===== src/rtl/run_control.sv =====
// run_control: run/halt/single-step gating of the core, instruction breakpoints,
// retired-instruction counter and registered data-memory inspection port.
// Breakpoint channels exist only when RUN_CONTROL_BP_EN is defined.
module run_control #(
    parameter int unsigned IADDR_W = 5,
    parameter int unsigned DADDR_W = 4,
    parameter int unsigned DATA_W  = 8,
    parameter int unsigned NUM_BP  = 2,
    parameter int unsigned CNT_W   = 16,
    localparam int unsigned IDX_W  = (NUM_BP > 1) ? $clog2(NUM_BP) : 1
) (
    input  logic               clk,
    input  logic               reset,
    input  logic               run_req,
    input  logic               step_req,
    input  logic               halt_req,
    input  logic               core_halt,
    input  logic [IADDR_W-1:0] inst_addr,
    input  logic               core_mem_write,
    input  logic               bp_set,
    input  logic [IDX_W-1:0]   bp_idx,
    input  logic [IADDR_W-1:0] bp_addr,
    input  logic               bp_valid,
    output logic               pc_enable,
    output logic               mem_write,
    output logic [1:0]         state,
    output logic               bp_hit,
    output logic [IDX_W-1:0]   bp_hit_idx,
    output logic [CNT_W-1:0]   retired,
    input  logic               insp_next,
    output logic [DADDR_W-1:0] insp_addr,
    input  logic [DATA_W-1:0]  insp_data,
    output logic [DATA_W-1:0]  insp_data_q
);

    typedef enum logic [1:0] {
        ST_HALTED = 2'b00,
        ST_RUN    = 2'b01,
        ST_STEP   = 2'b10
    } state_t;

    state_t state_q;
    state_t state_d;
    logic   skip_q;
    logic   bp_match;
    logic   bp_stop;
    logic   leave_halted;

`ifdef RUN_CONTROL_BP_EN
    logic [IADDR_W-1:0] bp_addr_q [NUM_BP];
    logic [NUM_BP-1:0]  bp_valid_q;
    logic [IDX_W-1:0]   match_idx;

    // Descending scan so the lowest matching channel wins
    always_comb begin
        bp_match  = 1'b0;
        match_idx = '0;
        for (int i = int'(NUM_BP) - 1; i >= 0; i--) begin
            if (bp_valid_q[i] && (bp_addr_q[i] == inst_addr)) begin
                bp_match  = 1'b1;
                match_idx = IDX_W'(i);
            end
        end
    end

    always_ff @(posedge clk) begin
        if (reset) begin
            bp_valid_q <= '0;
            for (int i = 0; i < int'(NUM_BP); i++) begin
                bp_addr_q[i] <= '0;
            end
        end else if (bp_set && (32'(bp_idx) < NUM_BP)) begin
            bp_valid_q[bp_idx] <= bp_valid;
            bp_addr_q[bp_idx]  <= bp_addr;
        end
    end

    // Sticky breakpoint status, cleared when execution resumes
    always_ff @(posedge clk) begin
        if (reset) begin
            bp_hit     <= 1'b0;
            bp_hit_idx <= '0;
        end else if (bp_stop) begin
            bp_hit     <= 1'b1;
            bp_hit_idx <= match_idx;
        end else if (leave_halted) begin
            bp_hit     <= 1'b0;
        end
    end
`else
    logic unused_bp;

    assign unused_bp  = ^{bp_set, bp_idx, bp_addr, bp_valid};
    assign bp_match   = 1'b0;
    assign bp_hit     = 1'b0;
    assign bp_hit_idx = '0;
`endif

    // Skip flag lets a resume execute the instruction sitting on a breakpoint
    assign bp_stop      = (state_q == ST_RUN) && bp_match && !skip_q;
    assign leave_halted = (state_q == ST_HALTED) && (state_d != ST_HALTED);

    // Next state and same-cycle enable gating
    always_comb begin
        state_d   = state_q;
        pc_enable = 1'b0;
        unique case (state_q)
            ST_HALTED: begin
                if (halt_req) begin
                    state_d = ST_HALTED;
                end else if (step_req) begin
                    state_d = ST_STEP;
                end else if (run_req) begin
                    state_d = ST_RUN;
                end
            end
            ST_RUN: begin
                if (halt_req || core_halt || bp_stop) begin
                    state_d = ST_HALTED;
                end else begin
                    pc_enable = 1'b1;
                end
            end
            ST_STEP: begin
                state_d   = ST_HALTED;
                pc_enable = !core_halt;
            end
            default: state_d = ST_HALTED;
        endcase
        if (reset) begin
            pc_enable = 1'b0;
        end
    end

    assign mem_write = core_mem_write & pc_enable;
    assign state     = state_q;

    always_ff @(posedge clk) begin
        if (reset) begin
            state_q     <= ST_HALTED;
            skip_q      <= 1'b0;
            retired     <= '0;
            insp_addr   <= '0;
            insp_data_q <= '0;
        end else begin
            state_q <= state_d;
            if (state_q == ST_HALTED) begin
                if (leave_halted) begin
                    skip_q <= 1'b1;
                end
            end else begin
                skip_q <= 1'b0;
            end
            if (pc_enable && (retired != '1)) begin
                retired <= retired + CNT_W'(1);
            end
            if (insp_next) begin
                insp_addr <= insp_addr + DADDR_W'(1);
            end
            insp_data_q <= insp_data;
        end
    end

endmodule


===== config.mk =====
export PLATFORM = sky130hd
export DESIGN_NAME = run_control
export DESIGN_NICKNAME = d
export VERILOG_FILES = /design/src/rtl/run_control.sv
export SDC_FILE = /design/constraint.sdc
export NUM_CORES = 1
export LEC_CHECK = 0
export ABC_AREA = 0
export CAP_MARGIN = 10
export CELL_PAD_IN_SITES_DETAIL_PLACEMENT = 0
export CELL_PAD_IN_SITES_GLOBAL_PLACEMENT = 1
export CORE_MARGIN = 2
export CORE_UTILIZATION = 43
export DETAILED_ROUTE_END_ITERATION = 12
export DONT_BUFFER_PORTS = 1
export PLACE_DENSITY_LB_ADDON = 0.1
export SLEW_MARGIN = 20
export SYNTH_ARGS = -nofsm -noshare
export SYNTH_HDL_FRONTEND = slang
export SYNTH_SLANG_ARGS = --single-unit

===== constraint.sdc =====
create_clock -name clk -period 2.5 [get_ports clk]
set_input_delay 0.5 -clock clk [delete_from_list [all_inputs] [get_ports clk]]
set_output_delay 0.5 -clock clk [all_outputs]
set_load 0.005 [all_outputs]

Yosys cells after proc, flatten, opt, wreduce, memory -nomap -nowiden
Cells that the tools add are included.
Widths: inputs -> output; s select.
{ "op_classes": {"n_addsub": 2, "n_eq_ne": 5, "mux": 8, "n_bitwise": 1, "n_reduce_logical": 5} }
{ "ops": {"columns": ["op", "count"], "rows": [
  ["$add 16x1->16 const B", 1],
  ["$ne 16x16->1 const B", 1],
  ["$mux 2", 4],
  ["$add 4x1->4 const B", 1],
  ["$ne 4x4->1 const B", 1],
  ["$pmux 2 s2", 1],
  ["$eq 2x1->1 const B", 1],
  ["$eq 2x2->1 const B", 1],
  ["$logic_not 2->1", 1],
  ["$mux 1", 2],
  ["$ne 2x1->1 const B", 1],
  ["$pmux 1 s2", 1],
  ["$reduce_and 2->1", 1],
  ["$and 1x1->1", 1],
  ["$logic_and 1x1->1", 1],
  ["$logic_not 1->1", 1],
  ["$logic_or 1x1->1", 1]
]} }
{ "totals": {"regBits": 30, "input_bits": 29, "output_inout_bits": 34, "elab_cells": 25} }

Depth between registers and ports, before layout
Gate-level depths: netlist of the first run.
{ "logic_depth": {"word_depth": 5, "mapped_depth": 8, "depth_no_buf": 8} }

Worst setup path before layout of the first run
No wires, ideal clock.
{ "synth_timing": {"path_type": "reg-to-reg", "startpoint": "register state_q[0] (netlist: state[0])", "endpoint": "register retired[13]", "setup_ns": 0.071, "arrival_ns": 2.086, "t_required_ns": 2.429, "slack_ns": 0.343, "stages_incl_launch_ff": 9, "path_buffers": 1, "period_less_slack_ns": 2.157, "path_cell_list": "dfxtp_1 > inv_1 > ha_1 > nor3b_2 > o21ai_1 > or3_1 > clkbuf_2 > or4b_1 > a21oi_1"} }
{ "synth_between": {"elab_chain_len": 4, "word_cells_on_any_way": 5, "cone_classes": "eq/ne: 2; mux: 2; reduce/logical: 1"} }
{ "synth_rtl": {"columns": ["element", "line_no", "text"], "rows": [
  ["from (decl)", "42", "state_t state_q;"],
  ["from (signal assigned)", "146", "state_q <= state_d;"],
  ["$eq 2x2->1 / $eq 2x1->1 (equally long branches)", "107", "unique case (state_q)"],
  ["$pmux 1 s2 (*)", "107", null],
  ["$mux 1 (*)", "130", "if (reset) begin"],
  ["$logic_and 1x1->1 (*)", "154", "if (pc_enable && (retired != '1)) begin"],
  ["to (signal assigned)", "155", "retired <= retired + CNT_W'(1);"],
  ["to (decl)", "29", "output logic [CNT_W-1:0] retired,"]
]} }
Mark *: on every way between the ends. The rest lies on a longest branch, timed or not.
A chain may end at the register's enable or synchronous reset.

Final worst setup path of the first run
Same ends and word-level chain as after synthesis.

==> flow_summary_export.csv, run 1 <==
group,metric,value,unit
status,status,"finished clean",
synthesis,synth_top_cell_area_share,44.7,%
clock_network,clk_pin_slew_worst_paths,0.10,ns
pwr,p_seq_share,47.8,%
global_route,grt_overflow_total,0,
global_route,track_usage,17.1,%
finish,num_antenna_cells,0,
sta,rsz0062_at_grt,"false",
global_route,grt_max_degree,31,
synthesis,synth_edf_count,0,
pwr,powerDensity,699,nW/um^2
sta,hold_viol_final,0,
sta,fin_crit_sh,89.0,%
synthesis,synth.area.top_cells,"dfxtp_1, ha_1, a21oi_1, nor2b_1, nor2_1",
worst_setup_path,r2r_end,"retired[13]",
placement,place_congestion,0.739,
sta,relSlewSlack,61.7,%
placement,dp_hpwl,1.97,mm
worst_setup_path,r2r_cells,7,
synthesis,yosys_register_bits,30,
synthesis,mappedNetlistArea,1340,um^2
worst_setup_path,worst_path_dominant_cell_family,"simple AND/OR/NAND/NOR gates",
routing,wirelength,2.74,mm
clock_network,cts_buffers,5,
synthesis,yosysTopAreaCell,"dfxtp_1",
clock_network,cts_tree,"done",
clock_network,clock_latency,0.33,ns
hold_path,hp-class,"in -> reg",
synthesis,postSynthCellCount,150,
finish,final_common_cell,"dfxtp_1",
hold_path,whs_path_depth,1,
worst_setup_path,critical_path.max_stage_delay,0.51,ns
sta,fmax,0.450,GHz
finish,fillers,310,
routing,drt_pass1_iterations,4,
placement,portBuffers,0,
floorplan,die_area,3590,um^2
worst_setup_path,worstSetupPathType,"reg -> reg",
clock_network,cts_buffer_depth,2,
finish,layout-drive-gt1-share,12.9,%
sta,finalSetupViolCount,0,
pwr,power.share.clock,49.5,%
synthesis,yosys_warnings,0,
floorplan,initial_utilization,44.8,%
floorplan,core_area,3000,um^2
sta,slew_viol_final,0,
routing,first_iter_violations,48,
routing,ant_nets,0,
floorplan,die_h,59.9,um
worst_setup_path,path_depth,7,
sta,fin_worst_skew,0.00813,ns
flow_run,max-cap-violations,0,
worst_setup_path,cp-endpoint,"retired[13]",
pwr,peakVddDrop,313,uV
worst_setup_path,start_kind,"register",
worst_setup_path,reg2reg_from,"state[0]",
clock_network,clkSinkCount,30,
routing,vias,1065,
routing,drc,0,
routing,via_per_inst,5.66,
synthesis,synth.yosys.seq_area_share,44.7,%
clock_network,h-tree-depth,2,
worst_setup_path,cp_max_fo,8,
finish,syn2layout_area_growth,11.1,%
floorplan,dieWidth,59.9,um
finish,nets,188,
worst_setup_path,cp_slowest_cell,"or4b_1",
synthesis,postSynthAreaPerCell,8.96,um^2
synthesis,synth_cell_type_count,41,
sta,tns,0,ns
worst_setup_path,crit_start,"state[0]",
pwr,leakage,0.559,nW
worst_setup_path,rrSetupSlack,0.28,ns
sta,final.min_clock_period,2.22,ns
worst_setup_path,critPathRequiredTime,2.78,ns
worst_setup_path,worstPathArrival,2.50,ns
pwr,switching_share,19.1,%
floorplan,num_rows,20,
clock_network,root_buffer,"clkbuf_4",
placement,dp_slack,0.157,ns
synthesis,ys_async_sr_fraction,0,%
finish,layout_common_cells,"dfxtp_1, nor2_1, a21oi_1, nor2b_1, nand2_1",
pwr,pwr-share-comb,2.7,%
pwr,p_sw,0.000199,W
worst_setup_path,cp-end-kind,"register",
worst_setup_path,cp_num_buf_inv,1,
global_route,antenna_found_initial,0,
routing,post_drt_wl_per_cell,14.6,um
sta,worstMarginPinSlew,0.571,ns
synthesis,synth_flop_cell,"dfxtp_1",
clock_network,hold_buffers,0,
floorplan,ios,63,
worst_setup_path,cp_cell_sequence,"inv_1, ha_1, nor3b_2, o21ai_2, or3_4, or4b_1, a21oi_1",
global_route,grt_pass1_wl,4.53,mm
global_route,grt_pass1_vias,1022,
pwr,p_int,0.000844,W
sta,setup_slack,0.276,ns
worst min-delay path by stage:
stage	end	slack, ns	start
after floorplan	retired[4]	0.47	retired[4]
final	retired[9]	0.22	reset
after global routing	retired[1]	0.18	reset
after global placement	retired[4]	0.50	retired[4]
after CTS	retired[3]	0.20	reset
after detailed placement	retired[6]	0.51	retired[6]
Yosys cell counts (2+ instances only):
cell type / number
a21oi_1: 12
and3_1: 5
buf_4: 2
clkbuf_1: 2
dfxtp_1: 30
ha_1: 5
inv_1: 4
mux2i_1: 2
nand2_1: 7
nand2b_1: 3
nand3_1: 6
nand4_1: 5
nor2_1: 13
nor2b_1: 9
nor3_1: 5
o21ai_0: 5
o21ai_1: 2
o31ai_1: 2
or3_1: 4
or3_2: 2
xnor2_1: 3
xor2_1: 3
cell families after synthesis:
| group | synth area share, % |
|---|---|
| AOI/OAI and AO/OA | 12.1 |
| xor gates and xnor gates | 3.91 |
| muxes | 2.33 |
| buffers and inverters | 3.44 |
| DFF | 44.7 |
| and+or+nand+nor | 28.6 |
| adders and majority gates | 4.66 |
| other | 0.279 |
power by group through the flow:
stage	Sequential, W	Combinational, W	Clock (W)
floorplan	0.000509	0.0000297	0
global placement	0.000509	0.0000265	0
detailed placement	0.000510	0.0000280	0
CTS	0.000499	0.0000282	0.000531
global route	0.000501	0.0000325	0.000561
finish	0.000498	0.0000282	0.000517
sequential cells by signal, summed over array words and instances, names as in the netlist:
register and flops:
state 2, retired 16, insp_addr 4, insp_data_q 8
per-layer routing:
metal | up-vias | GRT usage (%) | wire length (um)
li1 | 533 | - | -
met1 | 495 | 20.5 | 1200
met2 | 31 | 25.5 | 1260
met3 | 6 | 8.87 | 229
met4 | 0 | 7.62 | 49
met5 | - | 0 | 0
through the flow:
| stage | cell area, um^2 | cells | hold slack [ns] | power [W] | utilization [%] |
|---|---|---|---|---|---|
| finish | 1490 | 188 | 0.217 | 0.00104 | 49.7 |
| global route | 1490 | 188 | 0.184 | 0.00109 | 49.7 |
| CTS | 1480 | 188 | 0.204 | 0.00106 | 49.4 |
| detailed placement | 1370 | 180 | 0.508 | 0.000538 | 45.7 |
| global placement | 1370 | 180 | 0.505 | 0.000536 | 45.7 |
| floorplan | 1350 | 151 | 0.472 | 0.000538 | - |
layout make-up:
type	instances	area [um^2]	share of cell area, %
clock buffer	6	51.3	3.44
clock inverter	2	60.1	4.02
inverter	4	15.0	1.01
multi-input combinational	111	709	47.5
sequential	30	601	40.2
tap	33	41.3	2.77
timing repair buffer	2	15.0	1.01
repair_timing:
| item | CTS | global route |
|---|---|---|
| setup buffers | 0 | 0 |
| endpoints found under the setup margin | 0 | 2 |
| resized for setup | 0 | 3 |
No activity file was read; power rests on OpenSTA's default activity.
==> run 2: changes to the inputs <==
--- a/config.mk
+++ b/config.mk
@@ -9,6 +9,7 @@
 export CAP_MARGIN = 10
 export CELL_PAD_IN_SITES_DETAIL_PLACEMENT = 0
 export CELL_PAD_IN_SITES_GLOBAL_PLACEMENT = 1
+export CORE_ASPECT_RATIO = 1.1
 export CORE_MARGIN = 2
 export CORE_UTILIZATION = 43
 export DETAILED_ROUTE_END_ITERATION = 12
==> run 2 against run 1 <==
  * Cell count increased by 1.1%
  * Via count is 1.5% lower
  * Clock skew shrank 0.0034 ns
  * Largest power group is now registers
  * Combinational power shrank 8.5%
  * Critical path type is now reg -> out
  * Sequential cell count did not move
==> flow_summary_export.csv, run 2 (same netlist as run 1, synthesis figures left out) <==
group,metric,value,unit
status,status,"finished clean",
routing,via_per_inst,5.52,
global_route,antenna_found_initial,0,
worst_setup_path,cp-end-kind,"output pin",
clock_network,clk_pin_slew_worst_paths,0.10,ns
finish,final_cells,190,
pwr,switching_share,23.0,%
clock_network,clock_latency,0.32,ns
sta,tns,0,ns
finish,layout-drive-gt1-share,12.2,%
worst_setup_path,start_kind,"register",
pwr,leakage,0.540,nW
sta,hold_viol_final,0,
hold_path,worstHoldStart,"reset",
floorplan,die_area,3590,um^2
pwr,finalPower,0.000831,W
clock_network,clkSinkCount,30,
global_route,track_usage,16.0,%
finish,area.sequential,602,um^2
sta,fin_crit_sh,92.8,%
clock_network,h-tree-depth,2,
clock_network,cts_buffers,5,
floorplan,dieWidth,57.3,um
flow_run,max-cap-violations,0,
routing,first_iter_violations,28,
placement,placed_cell_area,1380,um^2
sta,fmax,0.431,GHz
finish,nets,189,
placement,dp_hpwl,1.95,mm
global_route,grt_pass1_vias,993,
hold_path,hp-class,"in -> reg",
finish,reg.largest.list,"retired x16, insp_data_q x8, insp_addr x4",
finish,design_area,1450,um^2
worst_setup_path,worstPathArrival,1.82,ns
sta,final.min_clock_period,2.32,ns
routing,post_drt_wl_per_cell,14.1,um
finish,layout_common_cells,"dfxtp_1, nor2_1, a21oi_1, nor2b_1, nand2_1",
finish,final_common_cell,"dfxtp_1",
worst_setup_path,rrSetupSlack,0.22,ns
worst_setup_path,reg2reg_from,"state[1]",
pwr,pwr-share-comb,3.1,%
pwr,p_seq_share,60.0,%
sta,relSlewSlack,64.7,%
sta,fin_worst_skew,0.00475,ns
routing,drt_pass1_iterations,4,
sta,setup_slack,0.181,ns
finish,largest-register,"retired",
routing,ant_nets,0,
placement,dp_slack,0.224,ns
sta,slew_viol_final,0,
pwr,peakVddDrop,296,uV
global_route,grt_overflow_total,0,
routing,wirelength,2.69,mm
worst_setup_path,critPathRequiredTime,2.00,ns
global_route,grt_pass1_wl,4.53,mm
finish,multi_input_area,701,um^2
sta,rsz0062_at_grt,"false",
finish,num_antenna_cells,0,
routing,vias,1049,
placement,portBuffers,0,
floorplan,core_area,3020,um^2
finish,syn2layout_area_growth,7.64,%
clock_network,cts_tree,"done",
finish,largest_reg_flops,16,
floorplan,ios,63,
placement,dp_cells,182,
sta,finalSetupViolCount,0,
worst_setup_path,cp_max_fo,4,
worst_setup_path,r2r_end,"retired[13]",
pwr,powerDensity,575,nW/um^2
floorplan,initial_utilization,44.5,%
finish,fillers,313,
pwr,p_sw,0.000192,W
floorplan,num_rows,21,
floorplan,die_h,62.6,um
routing,drc,0,
hold_path,min_to,"state[1]",
clock_network,root_buffer,"clkbuf_4",
worst_setup_path,worstSetupPathType,"reg -> out",
global_route,grt_max_degree,31,
placement,place_congestion,0.716,
hold_path,whs_path_depth,1,
worst_setup_path,r2r_cells,7,
pwr,power.share.clock,36.9,%
pwr,p_int,0.000640,W
clock_network,cts_buffer_depth,2,
sta,worstMarginPinSlew,0.526,ns
## run 2: timing repair
| item | 4_1_cts | 5_1_grt |
|---|---|---|
| setup endpoints to repair | 0 | 2 |
| gates resized for setup | 0 | 1 |
| buffers inserted | 0 | 0 |
| hold buffers | 0 | 0 |
## run 2: layout make-up
cell class                 instances  area share (%)
multi-input combinational        111            48.4
sequential                        30            41.6
clock buffer                       6            3.55
tap                               34            2.94
timing repair buffer               3            1.56
inverter                           4            1.04
clock inverter                     2           0.865
## run 2: critical path: stages (launching register included)
cell	delay, ns
dfxtp_1	0.41
inv_1	0.08
ha_1	0.26
nor3b_2	0.15
o21ai_1	0.14
inv_1	0.12
buf_4	0.16
and2_1	0.16
## run 2: through the flow
step	util [%]	hold WS, ns
floorplan	-	0.472
global placement	45.7	0.496
detailed placement	45.7	0.507
CTS	47.8	0.209
global route	47.9	0.200
finish	47.9	0.227
## run 2: worst max-delay path by stage
stage	from	endpoint	slack, ns
after global placement	state[0]	retired[13]	0.29
after global routing	state[1]	mem_write	0.02
after floorplan	state[0]	retired[13]	0.34
after CTS	state[0]	mem_write	0.12
final	state[1]	mem_write	0.18
after detailed placement	state[0]	retired[13]	0.22
## run 2: power groups by stage
stage               logic [W]  clock network (W)  registers (W)
floorplan           0.0000297                  0       0.000509
global placement    0.0000247                  0       0.000510
detailed placement  0.0000262                  0       0.000510
CTS                 0.0000263           0.000325       0.000499
global route        0.0000310           0.000344       0.000501
finish              0.0000258           0.000307       0.000499
## run 2: layer usage
layer	track usage [%]	share of wire (%)	vias up
li1	-	-	537
met1	19.6	46	478
met2	24.9	45	29
met3	6.63	7.2	5
met4	6.10	1.3	0
met5	0	0	-
==> run 3: changes to the inputs <==
==> constraint.sdc (replaced) <==
create_clock -name clk -period 2.4 [get_ports clk]
set_input_delay 0.48 -clock clk [delete_from_list [all_inputs] [get_ports clk]]
set_output_delay 0.48 -clock clk [all_outputs]
set_load 0.005 [all_outputs]
==> run 3 against run 2 <==
  * Global-route usage increased by 0.41 points
  * Utilization grew 0.70 points
  * Cell count up 1.1%
  * Sequential power grew 4.0%
  * Combinational power grew 12%
  * Design area increased by 1.5%
  * Wire length up 2.9%
  * Critical path depth rose by 1
  * Via count increased by 1.5%
  * Non-clock buffer count rose by 2
  * Worst hold slack worse by 0.025 ns
  * Highest routed layer unchanged
==> flow_summary_export.csv, run 3 (same netlist as run 1, synthesis figures left out) <==
group,metric,value,unit
status,status,"finished clean",
floorplan,core_area,3020,um^2
worst_setup_path,critPathRequiredTime,1.92,ns
global_route,track_usage,16.4,%
worst_setup_path,worstPathArrival,1.81,ns
pwr,pwr-share-comb,3.4,%
sta,fin_crit_sh,95.3,%
placement,portBuffers,0,
routing,via_per_inst,5.55,
routing,wirelength,2.76,mm
clock_network,clk_pin_slew_worst_paths,0.10,ns
clock_network,clock_latency,0.32,ns
finish,syn2layout_area_growth,9.22,%
sta,hold_slack,0.202,ns
clock_network,clkSinkCount,30,
finish,layout-drive-gt1-share,13.9,%
global_route,antenna_found_initial,0,
sta,finalSetupViolCount,0,
worst_setup_path,cp_slowest_cell,"dfxtp_4",
worst_setup_path,cp-end-kind,"output pin",
sta,relSlewSlack,63.2,%
finish,num_antenna_cells,0,
global_route,grt_pass1_wl,4.60,mm
floorplan,ios,63,
pwr,switching_share,23.0,%
clock_network,root_buffer,"clkbuf_4",
finish,reg.largest.list,"retired x16, insp_data_q x8, insp_addr x4",
worst_setup_path,crit_start,"state[1]",
clock_network,cts_buffer_depth,2,
hold_path,hp-class,"in -> reg",
routing,drt_pass1_iterations,4,
sta,setup_slack,0.113,ns
finish,final_common_cell,"dfxtp_1",
finish,nets,191,
worst_setup_path,worstSetupPathType,"reg -> out",
finish,largest_reg_flops,16,
finish,post-route-util,48.6,%
sta,final.min_clock_period,2.29,ns
worst_setup_path,cp_max_fo,5,
routing,post_drt_wl_per_cell,14.4,um
global_route,grt_pass1_vias,1036,
pwr,power.share.clock,36.7,%
worst_setup_path,r2r_cells,7,
clock_network,cts_tree,"done",
worst_setup_path,start_kind,"register",
routing,first_iter_violations,22,
worst_setup_path,rrSetupSlack,0.18,ns
finish,fillers,304,
placement,placed_cell_area,1400,um^2
finish,multi_input_area,704,um^2
worst_setup_path,reg2reg_from,"state[1]",
global_route,grt_max_degree,31,
clock_network,postCtsSetupBuffers,0,
routing,vias,1065,
sta,fmax,0.437,GHz
floorplan,die_area,3590,um^2
finish,design_area,1470,um^2
worst_setup_path,cp_cell_sequence,"inv_1, ha_1, nor3b_2, o21ai_2, buf_4, inv_1, buf_4, and2_1",
pwr,leakage,0.552,nW
floorplan,die_h,62.6,um
worst_setup_path,cp-endpoint,"mem_write",
routing,drc,0,
sta,worstMarginPinSlew,0.549,ns
floorplan,num_rows,21,
floorplan,initial_utilization,44.5,%
placement,place_congestion,0.717,
sta,tns,0,ns
routing,ant_nets,0,
sta,slew_viol_final,0,
worst_setup_path,r2r_end,"retired[13]",
pwr,p_int,0.000667,W
worst_setup_path,critical_path.max_stage_delay,0.38,ns
clock_network,h-tree-depth,2,
pwr,powerDensity,590,nW/um^2
pwr,p_sw,0.000199,W
finish,largest-register,"retired",
placement,dp_hpwl,2.01,mm
pwr,p_seq_share,59.9,%
finish,area.sequential,604,um^2
placement,dp_slack,0.138,ns
global_route,grt_overflow_total,0,
clock_network,cts_buffers,5,
pwr,peakVddDrop,412,uV
floorplan,dieWidth,57.3,um
finish,layout_common_cells,"dfxtp_1, nor2_1, a21oi_1, nor2b_1, nand2_1",
sta,hold_viol_final,0,
flow_run,max-cap-violations,0,
sta,fin_worst_skew,0.00462,ns
-- run 3: changes by cell type in the layout (fill, tap and decap cells not counted) --
cell and change:
o21ai_2 +1, buf_4 +2, o21ai_1 -1, dfxtp_4 +1, dfxtp_2 -1
-- run 3: critical path: cells and delay by family (launching register included) --
kind,cells,cell delay [ns]
AOI/OAI and AO/OA,1,0.09
DFF,1,0.38
adders and majority gates,1,0.27
buffers and inverters,4,0.43
and+or+nand+nor,2,0.32
-- run 3: per-layer routing --
layer	up-vias	track usage, %	wire [um]
li1	536	-	-
met1	497	19.1	1220
met2	28	26.4	1330
met3	4	6.42	176
met4	0	6.98	35
met5	-	0	0
-- run 3: worst min-delay path by stage --
stage | from | endpoint | slack, ns | depth (start not counted)
global placement | retired[4] | retired[4] | 0.50 | 1
floorplan | retired[4] | retired[4] | 0.47 | 1
detailed placement | state[1] | state[1] | 0.51 | 2
global route | reset | state[1] | 0.18 | 1
finish | reset | state[1] | 0.20 | 1
CTS | reset | state[1] | 0.19 | 1
-- run 3: stage by stage --
| step | cells | power [W] |
|---|---|---|
| floorplan | 151 | 0.000561 |
| global placement | 184 | 0.000558 |
| detailed placement | 184 | 0.000560 |
| CTS | 192 | 0.000883 |
| global route | 192 | 0.000912 |
| finish | 192 | 0.000865 |
-- run 3: power groups by stage --
stage | Sequential, W | Combinational (W) | Clock [W]
after floorplan | 0.000530 | 0.0000310 | 0
after global placement | 0.000531 | 0.0000270 | 0
after detailed placement | 0.000531 | 0.0000289 | 0
after CTS | 0.000520 | 0.0000291 | 0.000334
after global routing | 0.000520 | 0.0000341 | 0.000357
final | 0.000519 | 0.0000290 | 0.000318
-- run 3: area by class of cell --
cell class | count | share of cell area, %
sequential | 30 | 41.2
clock inverter | 2 | 0.853
tap | 34 | 2.90
timing repair buffer | 5 | 2.56
inverter | 4 | 1.02
clock buffer | 6 | 3.50
multi-input combinational | 111 | 48.0
-- run 3: repair_timing --
| item | CTS | global route |
|---|---|---|
| hold buffers | 0 | 0 |
| setup endpoints to repair | 1 | 1 |
| gates cloned | 0 | 0 |
| gates resized for setup | 1 | 2 |
